File: config.mk
export PLATFORM = sky130hd
export DESIGN_NAME = mac2phy_os_xmtr
export DESIGN_NICKNAME = d
export VERILOG_FILES = /design/src/rtl/mac2phy_os_xmtr.sv
export SDC_FILE = /design/constraint.sdc
export NUM_CORES = 1
export LEC_CHECK = 0
export BUFFER_PORTS_ARGS = -buffer_cell sky130_fd_sc_hd__buf_4
export CAP_MARGIN = 40
export CORE_AREA = 2 2 136 138
export DETAILED_ROUTE_END_ITERATION = 8
export DIE_AREA = 0 0 138 140
export GPL_TIMING_DRIVEN = 0
export PLACE_DENSITY_LB_ADDON = 0.08
export SLEW_MARGIN = 20
export SYNTH_ARGS = -nofsm -noshare
export SYNTH_HDL_FRONTEND = slang
export SYNTH_SLANG_ARGS = --single-unit
File: constraint.sdc
create_clock -name clk -period 2.2 [get_ports clk]
set_input_delay 0.22 -clock clk [delete_from_list [all_inputs] [get_ports clk]]
set_output_delay 0.22 -clock clk [all_outputs]
set_load 0.01 [all_outputs]
File: src/rtl/mac2phy_os_xmtr.sv
// mac2phy_os_xmtr: serialises TS1/TS2/SKP ordered sets onto the 8-bit PHY lane with SKP scheduling and sent-counters
module mac2phy_os_xmtr #(
    parameter int SKP_INTERVAL = 1180,
    parameter int TS_LEN       = 16,
    parameter int SKP_LEN      = 4
) (
    input  logic        clk,
    input  logic        reset_n,
    input  logic        req_valid,
    output logic        req_ready,
    input  logic [1:0]  req_type,
    input  logic [7:0]  req_linkn,
    input  logic        req_link_pad,
    input  logic [7:0]  req_lanen,
    input  logic        req_lane_pad,
    input  logic [7:0]  req_nfts,
    input  logic [7:0]  req_dri,
    input  logic [7:0]  req_tc,
    input  logic        skp_en,
    input  logic        clr_ctrs,
    output logic [7:0]  txdata,
    output logic        txdatak,
    output logic        en_n,
    output logic        busy,
    output logic [15:0] ts1_sent,
    output logic [15:0] ts2_sent
);
    localparam int IW = $clog2(TS_LEN > SKP_LEN ? TS_LEN : SKP_LEN);
    localparam int TW = $clog2(SKP_INTERVAL);
    localparam logic [IW-1:0] TS_LAST  = IW'(TS_LEN - 1);
    localparam logic [IW-1:0] SKP_LAST = IW'(SKP_LEN - 1);
    localparam logic [TW-1:0] T_LAST   = TW'(SKP_INTERVAL - 1);
    localparam logic [7:0] COM = 8'hBC, PAD = 8'hF7, SKP = 8'h1C, TS1ID = 8'h4A, TS2ID = 8'h45;

    typedef enum logic [1:0] {IDLE, SEND_TS, SEND_SKP} state_t;

    state_t          state, state_nx;
    logic [IW-1:0]   idx, idx_nx;
    logic [TW-1:0]   timer;
    logic            skp_pending, cur_ts2, l_link_pad, l_lane_pad;
    logic [7:0]      l_linkn, l_lanen, l_nfts, l_dri, l_tc;
    logic [15:0]     ts1_cnt, ts2_cnt;
    logic            ts_bnd, boundary, accept, expire;

    assign ts_bnd    = state == SEND_TS && idx == TS_LAST;
    assign boundary  = ts_bnd || (state == SEND_SKP && idx == SKP_LAST);
    assign req_ready = reset_n && (state == IDLE || boundary) && !skp_pending;
    assign accept    = req_valid && req_ready;
    assign expire    = skp_en && timer == T_LAST;
    assign ts1_sent  = ts1_cnt;
    assign ts2_sent  = ts2_cnt;

    // Next state: a pending SKP pre-empts requests at every OS boundary or in IDLE
    always_comb begin
        state_nx = state;
        idx_nx   = idx + 1'b1;
        if (state == IDLE || boundary) begin
            idx_nx = '0;
            if (skp_pending)
                state_nx = SEND_SKP;
            else if (accept)
                state_nx = req_type == 2'b11 ? SEND_SKP : req_type == 2'b00 ? IDLE : SEND_TS;
            else
                state_nx = IDLE;
        end
    end

    // State and symbol index registers
    always_ff @(posedge clk or negedge reset_n) begin
        if (!reset_n) begin
            state <= IDLE;
            idx   <= '0;
        end else begin
            state <= state_nx;
            idx   <= idx_nx;
        end
    end

    // Field latch, SKP timer/pending flag and saturating sent-counters
    always_ff @(posedge clk or negedge reset_n) begin
        if (!reset_n) begin
            timer       <= '0;
            skp_pending <= 1'b0;
            cur_ts2     <= 1'b0;
            l_linkn     <= '0;
            l_link_pad  <= 1'b0;
            l_lanen     <= '0;
            l_lane_pad  <= 1'b0;
            l_nfts      <= '0;
            l_dri       <= '0;
            l_tc        <= '0;
            ts1_cnt     <= '0;
            ts2_cnt     <= '0;
        end else begin
            if (accept && req_type[0] != req_type[1]) begin
                cur_ts2    <= req_type == 2'b10;
                l_linkn    <= req_linkn;
                l_link_pad <= req_link_pad;
                l_lanen    <= req_lanen;
                l_lane_pad <= req_lane_pad;
                l_nfts     <= req_nfts;
                l_dri      <= req_dri;
                l_tc       <= req_tc;
            end
            timer       <= (!skp_en || expire) ? '0 : timer + 1'b1;
            skp_pending <= ((state == SEND_SKP && idx == '0) || (accept && req_type == 2'b11)) ? 1'b0 :
                           expire ? 1'b1 : skp_pending;
            ts1_cnt     <= clr_ctrs ? '0 : (ts_bnd && !cur_ts2 && ts1_cnt != 16'hFFFF) ? ts1_cnt + 1'b1 : ts1_cnt;
            ts2_cnt     <= clr_ctrs ? '0 : (ts_bnd && cur_ts2 && ts2_cnt != 16'hFFFF) ? ts2_cnt + 1'b1 : ts2_cnt;
        end
    end

    // Lane outputs decoded from state and symbol index; IDLE drives an invalid zero symbol
    always_comb begin
        {txdatak, txdata} = 9'h000;
        en_n              = 1'b1;
        busy              = 1'b0;
        if (state == SEND_SKP) begin
            en_n              = 1'b0;
            busy              = 1'b1;
            {txdatak, txdata} = {1'b1, idx == '0 ? COM : SKP};
        end else if (state == SEND_TS) begin
            en_n = 1'b0;
            busy = 1'b1;
            case (idx)
                IW'(0):  {txdatak, txdata} = {1'b1, COM};
                IW'(1):  {txdatak, txdata} = l_link_pad ? {1'b1, PAD} : {1'b0, l_linkn};
                IW'(2):  {txdatak, txdata} = l_lane_pad ? {1'b1, PAD} : {1'b0, l_lanen};
                IW'(3):  {txdatak, txdata} = {1'b0, l_nfts};
                IW'(4):  {txdatak, txdata} = {1'b0, l_dri};
                IW'(5):  {txdatak, txdata} = {1'b0, l_tc};
                default: {txdatak, txdata} = {1'b0, cur_ts2 ? TS2ID : TS1ID};
            endcase
        end
    end
endmodule

# Word level (Yosys, flattened, before mapping)
# Index checks and enable logic that the tools add are counted.
[classes] n_addsub=4 n_eq_ne=14 mux=26 n_reduce_logical=26
[ops] cell="$mux 16" n=4
[ops] cell="$pmux 8 s6" n=1
[ops] cell="$add 16x1->16 const B" n=2
[ops] cell="$ne 16x16->1 const B" n=2
[ops] cell="$mux 8" n=3
[ops] cell="$mux 9" n=2
[ops] cell="$logic_and 1x1->1" n=13
[ops] cell="$add 11x1->11 const B" n=1
[ops] cell="$eq 11x11->1 const B" n=1
[ops] cell="$mux 11" n=1
[ops] cell="$mux 1" n=9
[ops] cell="$eq 4x2->1 const B" n=2
[ops] cell="$eq 4x3->1 const B" n=2
[ops] cell="$mux 4" n=2
[ops] cell="$eq 2x2->1 const B" n=3
[ops] cell="$mux 2" n=3
[ops] cell="$reduce_bool 2->1" n=3
[ops] cell="$add 4x1->4 const B" n=1
[ops] cell="$eq 4x1->1 const B" n=1
[ops] cell="$eq 4x4->1 const B" n=1
[ops] cell="$logic_not 2->1" n=2
[ops] cell="$logic_not 4->1" n=1
[ops] cell="$logic_or 1x1->1" n=4
[ops] cell="$logic_not 1->1" n=3
[ops] cell="3 further kinds" n=3
[totals] reg_bits=93 in_bits=49 output_inout_bits=44

# Longest topological paths before layout
[depth] word_depth=10 ltp_mapped=9

# Worst setup path after synthesis
# No wires, ideal clock.
[synth_timing] kind="register -> output" from="reg idx[0]" to="out txdata[3]" slack_ps=75 path_stages_with_launch=7 arrival_ps=1905 t_required_ps=1980 path_cell_list="dfrtp_1 > ha_1 > buf_1 > o21ba_2 > o31ai_1 > nand2_1 > a31o_2"
[synth_via] elab_chain_cells=4
[synth_rtl] element="start: declaration" line="38" rtl="logic [IW-1:0] idx, idx_nx;"
[synth_rtl] element="start signal: assignment" line="75" rtl="idx <= idx_nx;"
[synth_rtl] element="$eq 4x3->1, or another cell as far along" line="125" rtl="case (idx)"
[synth_rtl] element="$pmux 8 s6 (*)" line="125"
[synth_rtl] element="$mux 8 (*)" line="122" rtl="end else if (state == SEND_TS) begin"
[synth_rtl] element="$mux 8 (*)" line="118" rtl="if (state == SEND_SKP) begin"
[synth_rtl] element="end: declaration" line="21" rtl="output logic [7:0] txdata,"
# Mark *: on every way between the ends. The rest lies on a longest branch, timed or not.

# Final worst setup path
[layout_timing] from="reg idx[1]" to="out txdata[3]"
# Same word-level chain as after synthesis.

==> metrics.txt <==
skew final 8.57 ps; Cell Area, Synth 0.00494 mm^2; largest net degree at the start of global routing 58; Post-Route WL 13400 um; share of layout cells above drive strength 1 0.398; crit path cell chain buf_6 -> ha_4 -> o21ba_4 -> o31ai_4 -> nand2_2 -> a31o_4 -> buf_6; Worst Hold Class in2reg; Pins Over Slew Limit 0; dominant synthesized flop cell dfrtp_1; Synth-to-Final Area Change 37.9%; Finished Layout Cells 815; Antenna Cells 0; outcome finished with violations; Inserted Clock Buffers 9; worst slew pin tran 668 ps; Top delay family on crit path compound AO/OA/AOI/OAI gates; RSZ-0062 raised after global routing yes; initial DRC count 125; crit path launch type flop; ratio of total power to cell area 563 mW/mm^2; DR vias/cell 4.74; dpl cells 775; crit path time final 2360 ps; Slew headroom 0.551; fill count 1775; Hold WS 86.0 ps; die width 138 um; crit-path max cell delay 450 ps; Crit Path Class reg2out; Total GRT Usage 0.140; first-pass GRT wire length 21500 um; Final Hold Fails 0; maximum clock frequency 423 MHz; Post-Layout Inst Area 0.00681 mm^2; Root Driver clkbuf_16; clk slew on worst S/H paths 70 ps; Antenna Violating Nets Remaining 0; IO Pins 93; total grt overflow 0; crit path max fanout 8; slowest cell on the critical path dfrtp_2; vias in the first global route 3974; final core occ 0.383; Crit. End Element output port; Post-DP Area 0.00595 mm^2; PortBufs 92; GP Congestion 0.804; Synth cell types 55; asr flop ratio synth 1.00; MaxCap Viol Count 0; H-tree lvl count 3; Worst-Skew Late Latency 350 ps; sequential share of the synthesized area 0.471; die area 0.0193 mm^2; peak supply drop 0.420 mV; syn avg cell area 10.9 um^2; CTS tree yes; core area 0.0178 mm^2; TritonRoute pass-1 iters 4; final worst setup slack -162 ps; WP data arrival 2140 ps; fin nets 642; Critical Path Most Common Cell buf_6; failing checks negative setup slack; period utilization 1.07; post-DP HPWL 9410 um; synth warn 0; Leak 3.29 nW; WP buf/inv 2; total number of vias 3860; Avg WL per Cell 16.4 um; Rows 49; CTS max path bufs 2; Cells after Synth 453; Die Y 140 um; Initial Utilization 0.278; initial antenna violation count 0; number of synthesized flops with an enable pin 0; Synth Register Bits 93; syn nets 514; residual DRC count 0; # setup viols final 8; clk sink count 93; Critical Path RT 1980 ps
-- layout by cell type (no fill, tap or decap), drive strengths merged, types with 14 or more instances in the layout --
cell type	count
inv	14
nand2	29
mux2	43
o21ai	20
xor2	15
dfrtp	93
nand3	18
clkbuf	19
a21oi	17
nor2	54
xnor2	21
buf	125
-- sequential cells by signal, summed over array words and instances (netlist names), 2 cells and up --
name,flops
ts1_sent,16
ts2_sent,16
timer,11
l_dri,8
l_lanen,8
l_linkn,8
l_nfts,8
l_tc,8
idx,4
state,2
-- cell usage after synthesis (all sizes together), types with 12 or more instances --
master | number | area share
nand3 | 18 | 0.018
o21ai | 20 | 0.020
mux2 | 43 | 0.13
inv | 14 | 0.011
xor2 | 15 | 0.027
and3 | 12 | 0.015
xnor2 | 21 | 0.037
nor2 | 54 | 0.041
dfrtp | 93 | 0.47
a21oi | 17 | 0.018
nand2 | 29 | 0.022
ha | 12 | 0.030
-- report_power, final --
group          switching [W]  internal (W)
Combinational      0.0000967      0.000118
Clock               0.000719       0.00114
Sequential         0.0000208       0.00174
-- area by class of cell --
type / count / area, um^2 / share of cell area
Sequential cell: 93 / 2330 / 0.343
Tap cell: 229 / 287 / 0.0421
Clock buffer: 10 / 239 / 0.0351
Buffer: 17 / 145 / 0.0213
Timing Repair Buffer: 118 / 975 / 0.143
Inverter: 14 / 52.6 / 0.00772
Clock inverter: 6 / 110 / 0.0162
Multi-Input combinational cell: 328 / 2670 / 0.392
-- final timing paths --
| check | from | end | slack, ps | depth (start not counted) |
|---|---|---|---|---|
| worst max-delay path | idx[1]$_DFF_PN0_ | txdata[3] | -160 | 7 |
| worst min-delay path | clr_ctrs | ts1_sent[15]$_DFFE_PN0P_ | 90 | 2 |
| worst max register to register | state[0]$_DFFE_PN0N_ | l_linkn[7]$_DFFE_PN0P_ | 90 | 8 |
| worst min register to register | timer[0]$_DFF_PN0_ | timer[0]$_DFF_PN0_ | 470 | 1 |
| max in group asynchronous | reset_n | idx[1]$_DFF_PN0_ | 1520 | 3 |
| min in group asynchronous | reset_n | ts1_sent[14]$_DFFE_PN0P_ | 380 | 3 |
-- through the flow --
step / total power (W) / TNS, ps / setup slack (ps)
global route: 0.00399 / -1650 / -228
CTS: 0.00389 / -2830 / -191
global placement: 0.00199 / -19920 / -437
detailed placement: 0.00200 / -6920 / -384
finish: 0.00383 / -991 / -162
floorplan: 0.00186 / 0 / 74.7
-- metal layers --
| metal | track usage | wire length [um] | vias to the layer above |
|---|---|---|---|
| met2 | 0.227 | 6350 | 87 |
| met1 | 0.185 | 6210 | 1893 |
| met3 | 0.0253 | 530 | 18 |
| met4 | 0.0585 | 299 | 0 |
| met5 | 0 | 0 | - |
| li1 | - | - | 1862 |
-- cell families after synthesis --
kind of cell	Yosys count	share of synthesized area
AO/OA/AOI/OAI	70	0.0965
XOR/XNOR	36	0.0638
adder cells (fa/ha/maj)	12	0.0304
buffers and inverters	33	0.0322
flip-flops	93	0.471
multiplexers	46	0.134
AND/OR/NAND/NOR	163	0.172
-- worst register-to-register path, stage by stage, from the launching register on --
cell and delay, ps:
dfrtp_1 430, inv_2 110, ha_4 180, nor3b_2 200, o21ai_2 120, a21oi_4 230, nand3b_4 210, buf_8 230
mux2_4 310
-- repair_timing --
action,4_1_cts,5_1_grt
pin swaps,12,16
gates resized for setup,39,27
cloned,0,2
setup buffers,10,11
hold buffers,2,0
endpoints found under the hold margin,38,0
setup endpoints to repair,59,67
Power figures use the tool's default switching activity.
